<file path="config.mk">
export PLATFORM = sky130hd
export DESIGN_NAME = uart_rx_fifo
export DESIGN_NICKNAME = d
export VERILOG_FILES = /design/src/rtl/uart_rx_fifo.sv
export SDC_FILE = /design/constraint.sdc
export NUM_CORES = 1
export LEC_CHECK = 0
export ABC_CLOCK_PERIOD_IN_PS = 2400
export BUFFER_PORTS_ARGS = -buffer_cell sky130_fd_sc_hd__clkbuf_2
export CAP_MARGIN = 20
export CORE_AREA = 4 4 113 115
export DETAILED_ROUTE_END_ITERATION = 10
export DIE_AREA = 0 0 117 119
export PLACE_DENSITY = 0.75
export SLEW_MARGIN = 10
export SYNTH_ARGS = -nofsm -noshare
export SYNTH_HDL_FRONTEND = slang
export SYNTH_SLANG_ARGS = --single-unit
</file>
<file path="constraint.sdc">
create_clock -name clk -period 2.4 [get_ports clk]
set_input_delay 0.24 -clock clk [delete_from_list [all_inputs] [get_ports clk]]
set_output_delay 0.24 -clock clk [all_outputs]
set_load 0.05 [all_outputs]
</file>
<file path="src/rtl/uart_rx_fifo.sv">
// ---------------------------------------------------------------------------
// uart_rx_fifo -- receive-side byte FIFO for a UART receiver.
//
// Buffers bytes from the receiver (rdata_vld/rdata) and presents them to a
// consumer through a show-ahead valid/ready port. Tracks overflow (byte
// dropped on a full FIFO) and receive errors (uart_err) in sticky flags and,
// optionally, 16-bit saturating statistics counters.
//
// Optional feature: define UART_RX_FIFO_STATS_EN to build the ovf_cnt/err_cnt
// counters; otherwise both ports are tied to 0.
//
// Parameters
//   DEPTH        entry count, power of two, 2..256
//   ALMOST_FULL  count threshold for almost_full
// Ports
//   clk, rst            single clock, synchronous active-high reset
//   rdata_vld, rdata    received byte strobe and data
//   uart_err            receiver parity/stop-bit error strobe
//   m_valid, m_ready    consumer handshake; m_data is the head byte
//   count               current occupancy
//   almost_full         registered, high while count >= ALMOST_FULL
//   ovf_flag, err_flag  sticky flags, cleared by clr_flags
//   clr_flags           clears sticky flags and statistics counters
//   ovf_cnt, err_cnt    dropped-byte / receive-error counters
// ---------------------------------------------------------------------------
module uart_rx_fifo #(
   parameter int DEPTH       = 16,
   parameter int ALMOST_FULL = DEPTH - 2
) (
   input  logic                       clk,
   input  logic                       rst,
   input  logic                       rdata_vld,
   input  logic [7:0]                 rdata,
   input  logic                       uart_err,
   output logic                       m_valid,
   input  logic                       m_ready,
   output logic [7:0]                 m_data,
   output logic [$clog2(DEPTH):0]     count,
   output logic                       almost_full,
   output logic                       ovf_flag,
   output logic                       err_flag,
   input  logic                       clr_flags,
   output logic [15:0]                ovf_cnt,
   output logic [15:0]                err_cnt
);

   localparam int AW = $clog2(DEPTH);
   localparam int CW = AW + 1;
   localparam logic [CW-1:0] FULL_CNT = CW'(DEPTH);
   localparam logic [CW-1:0] AF_TH    = CW'(ALMOST_FULL);

   logic [7:0]    mem [DEPTH];
   logic [AW-1:0] wr_ptr, rd_ptr;
   logic [CW-1:0] count_next;
   logic          full, rd_en, wr_en, drop;

   // Full/empty come only from count; pointers alone are ambiguous when equal.
   assign full    = (count == FULL_CNT);
   assign m_valid = (count != '0);
   assign rd_en   = m_valid & m_ready;
   // A full FIFO still accepts a write when a read frees the head this cycle.
   assign wr_en   = rdata_vld & (~full | rd_en);
   assign drop    = rdata_vld & full & ~rd_en;

   assign m_data  = (rst || !m_valid) ? 8'h00 : mem[rd_ptr];

   always_comb begin
      count_next = count;
      case ({wr_en, rd_en})
         2'b10:   count_next = count + CW'(1);
         2'b01:   count_next = count - CW'(1);
         default: count_next = count;
      endcase
   end

   // Storage is not reset; a write in the reset cycle is discarded.
   always_ff @(posedge clk) begin
      if (wr_en && !rst) mem[wr_ptr] <= rdata;
   end

   always_ff @(posedge clk) begin
      if (rst) begin
         wr_ptr      <= '0;
         rd_ptr      <= '0;
         count       <= '0;
         almost_full <= 1'b0;
         ovf_flag    <= 1'b0;
         err_flag    <= 1'b0;
      end else begin
         if (wr_en) wr_ptr <= wr_ptr + AW'(1);
         if (rd_en) rd_ptr <= rd_ptr + AW'(1);
         count       <= count_next;
         // Built from count_next so the flag lines up with the new count.
         almost_full <= (count_next >= AF_TH);
         // Set events win over a coincident clear.
         ovf_flag    <= drop     | (ovf_flag & ~clr_flags);
         err_flag    <= uart_err | (err_flag & ~clr_flags);
      end
   end

`ifdef UART_RX_FIFO_STATS_EN
   // Saturating counters; an increment coincident with clear yields 1.
   always_ff @(posedge clk) begin
      if (rst) begin
         ovf_cnt <= '0;
         err_cnt <= '0;
      end else begin
         if (drop && clr_flags)        ovf_cnt <= 16'd1;
         else if (clr_flags)           ovf_cnt <= '0;
         else if (drop && ovf_cnt != 16'hFFFF) ovf_cnt <= ovf_cnt + 16'd1;

         if (uart_err && clr_flags)    err_cnt <= 16'd1;
         else if (clr_flags)           err_cnt <= '0;
         else if (uart_err && err_cnt != 16'hFFFF) err_cnt <= err_cnt + 16'd1;
      end
   end
`else
   assign ovf_cnt = '0;
   assign err_cnt = '0;
`endif

endmodule

</file>
==> results.yml <==
global_route:
  antenna_found_initial: 0
  grt_overflow: 0
  grt_use_total_pct: 20.0
  grt_max_degree: 33
  grt_pass1_wl_microns: 19700
  grt_pass1_vias: 3233
routing:
  drt-pass1-iter-count: 5
  drc_errors: 0
  avgViaCountPerCell: 5.74
  drtAntennaViolNets: 0
  wirelength_microns: 13000
  wire_per_inst_microns: 22.7
  vias: 3297
  drtIter0Drc: 302
clock_network:
  cts_tree: "done"
  clk_pin_slew_ns: 0.06
  clk_path_buf_depth: 2
  numCtsBuffers: 17
  clk_latency_ns: 0.41
  clkSinkCount: 148
  h-tree-depth: 4
  ctsHoldBuffers: 0
  clockRootBuffer: "clkbuf_16"
placement:
  dp_cells: 540
  io_buffers: 30
  place_area_sq_mm: 0.00661
  routabilityCongestion: 0.868
  pre_cts_ws_ns: 0.127
  hpwl_microns: 7980
synthesis:
  yosysTopAreaCell: "edfxtp_1"
  synth_warnings: 0
  synthTopCellsByArea: "edfxtp_1 62%, mux4_2 15%, dfxtp_1 6.5%"
  synthDistinctLibCells: 37
  syn_area_per_cell_sq_um: 17.6
  synth-seq-cells: 148
  syn_area_sq_mm: 0.00618
  yosysTopAreaCellShare_pct: 62.2
  synth_seq_area_share_pct: 68.7
  syn_inst: 351
critical_path:
  cp.depth: 5
  cp_max_fo: 5
  timing_worst_setup_path_type: "register to primary output"
  path_buf_inv: 2
  ff2ff_path_depth: 7
  cpPeakStageDelay_ns: 0.53
  reg2reg_slack_ns: 0.18
  crit_chain: "buf_12 > mux4_2 > mux4_2 > nor2b_4 > buf_8"
  start_kind: "register"
  crit_arrival_ns: 2.35
  cp_slowest_cell: "mux4_2"
  cp_common_cell: "mux4_2"
  path_delay_family: "multiplexers"
  crit_path_end_kind: "primary output"
  cp.required_ns: 2.16
timing:
  final-hold-violation-count: 0
  slew_headroom_pct: 63.5
  clock_skew_ns: 0.00630
  finalMaxSlewViolations: 0
  rsz0062_at_grt: "yes"
  setup_violations: 8
  worst_slack_ns: -0.192
  fmax_ghz: 0.386
  fin_crit_sh_pct: 108
  min_period_ns: 2.59
  holdWs_ns: 0.0297
  worst_slew_pin_slew_ns: 0.547
pwr:
  vdd_drop_max_mv: 0.796
  p_leak_nw: 2.55
  power_density_mw_per_mm2: 1020
worst_hold_path:
  hold_path_depth: 3
  hold_path.class: "primary input to register"
die:
  rows: 40
  die_h_microns: 119
  core_area_sq_mm: 0.0118
  io_pins: 63
  fp.dieW_microns: 117
  start_util_pct: 52.3
  dieArea_sq_mm: 0.0139
layout:
  nFillCells: 834
  fin_area_sq_mm: 0.00738
  layout-drive-gt1-share_pct: 35.1
  n_antenna_cell: 0
  syn2layout_area_growth_pct: 19.5
  multi_input_area_sq_mm: 0.00180
  ff_latch_area_sq_mm: 0.00425
  instances_no_fill: 574
  fin_nets: 434
status:
  violations: "negative setup slack"
  status: "finished with violations"
job:
  max-cap-violations: 0
==> synthesized netlist by cell type (all sizes together) <==
| library cell | n |
|---|---|
| a211oi | 1 |
| a21boi | 1 |
| a21o | 1 |
| a21oi | 4 |
| a22oi | 1 |
| a31o | 2 |
| a31oi | 1 |
| buf | 43 |
| clkbuf | 5 |
| conb | 1 |
| dfxtp | 20 |
| edfxtp | 128 |
| ha | 6 |
| inv | 4 |
| mux2 | 1 |
| mux2i | 5 |
| mux4 | 40 |
| nand2 | 10 |
| nand2b | 4 |
| nand3 | 3 |
| nand4 | 5 |
| nand4b | 1 |
| nor2 | 28 |
| nor2b | 13 |
| nor3 | 6 |
| nor3b | 1 |
| nor4 | 2 |
| nor4b | 2 |
| o211ai | 1 |
| o31a | 1 |
| o32ai | 1 |
| or4 | 1 |
| xnor2 | 3 |
| xor2 | 5 |
==> layout make-up <==
class | count | area share (%)
Inverter | 4 | 0.203
Timing Repair Buffer | 61 | 7.51
Clock inverter | 15 | 2.07
Tap cell | 147 | 2.49
Multi-Input combinational cell | 182 | 24.4
Clock buffer | 17 | 5.76
Sequential cell | 148 | 57.6
==> repair_timing <==
| action | 4_1_cts | 5_1_grt |
|---|---|---|
| setup buffers | 2 | 0 |
| endpoints found under the setup margin | 8 | 9 |
| resized for setup | 26 | 21 |
| cloned | 2 | 0 |
==> path summary, 6_finish.rpt <==
path / start / end
setup reg to reg: count[3] / mem[4][5]
hold reg to reg: err_flag / err_flag
hold / removal: uart_err / err_flag
setup / recovery: register / m_data[0]
==> layer usage <==
metal  global-route usage [%]  wire length, microns  vias up
met5                        0                     0        -
met4                     6.09                   166        0
met3                     5.23                   896       14
met2                     33.0                  7030      151
met1                     25.9                  4940     1699
li1                         -                     -     1433
==> worst reg2reg max path: cells and delay by family, from the launching register on <==
family        cells  cell delay (ns)
flops             1             0.33
buf+inv           2             0.36
simple gates      5             1.27
==> through the flow <==
stage               power (mW)  utilization (%)  setup TNS, ns
finish                    7.50             62.5          -1.37
CTS                       7.54             62.4          -2.03
detailed placement        4.71             56.0              0
floorplan                 4.37                -          -1.86
global placement          4.67             56.0              0
global route              7.82             62.5          -1.91
==> cell usage in the layout (no fill, tap or decap), types with 3 or more instances in the layout <==
cell type,n
buf_4,22
ha_1,6
xnor2_1,3
buf_12,7
nor2b_1,7
xor2_1,5
clkbuf_16,17
nand4_1,5
dfxtp_1,18
a21oi_1,4
nor2_1,28
nor2b_4,6
clkinvlp_4,3
mux4_2,40
nand2b_1,3
nor3_2,4
inv_1,4
conb_1,32
buf_6,3
mux2i_1,5
edfxtp_1,128
buf_8,7
inv_6,5
nand3_1,3
clkbuf_2,22
nand2_1,10
==> registers in the layout, indices dropped and copies added, names as in the netlist, named ones only <==
signal       flops
wr_ptr           4
mem            128
count            5
rd_ptr           4
err_flag         1
ovf_flag         1
almost_full      1
==> power breakdown <==
part	switching, mW	internal, mW	total, mW	leakage [nW]
Clock	1.03	1.53	2.56	0.276
Sequential	0.124	2.88	3.00	1.32
Combinational	1.06	0.873	1.94	0.961
Total	2.22	5.28	7.50	2.55
==> cell families (layout without fill, tap and decap cells) <==
group                      Yosys count  in the layout  synth area share (%)
other                                1             32                0.0607
xor gates and xnor gates             8              8                  1.13
AOI/OAI and AO/OA                   14             14                  1.60
DFF                                148            148                  68.7
adders and majority gates            6              6                  1.22
buffers and inverters               52             97                  5.57
muxes                               46             46                  15.6
and+or+nand+nor                     76             76                  6.14
(Power assumes the default switching activity.)
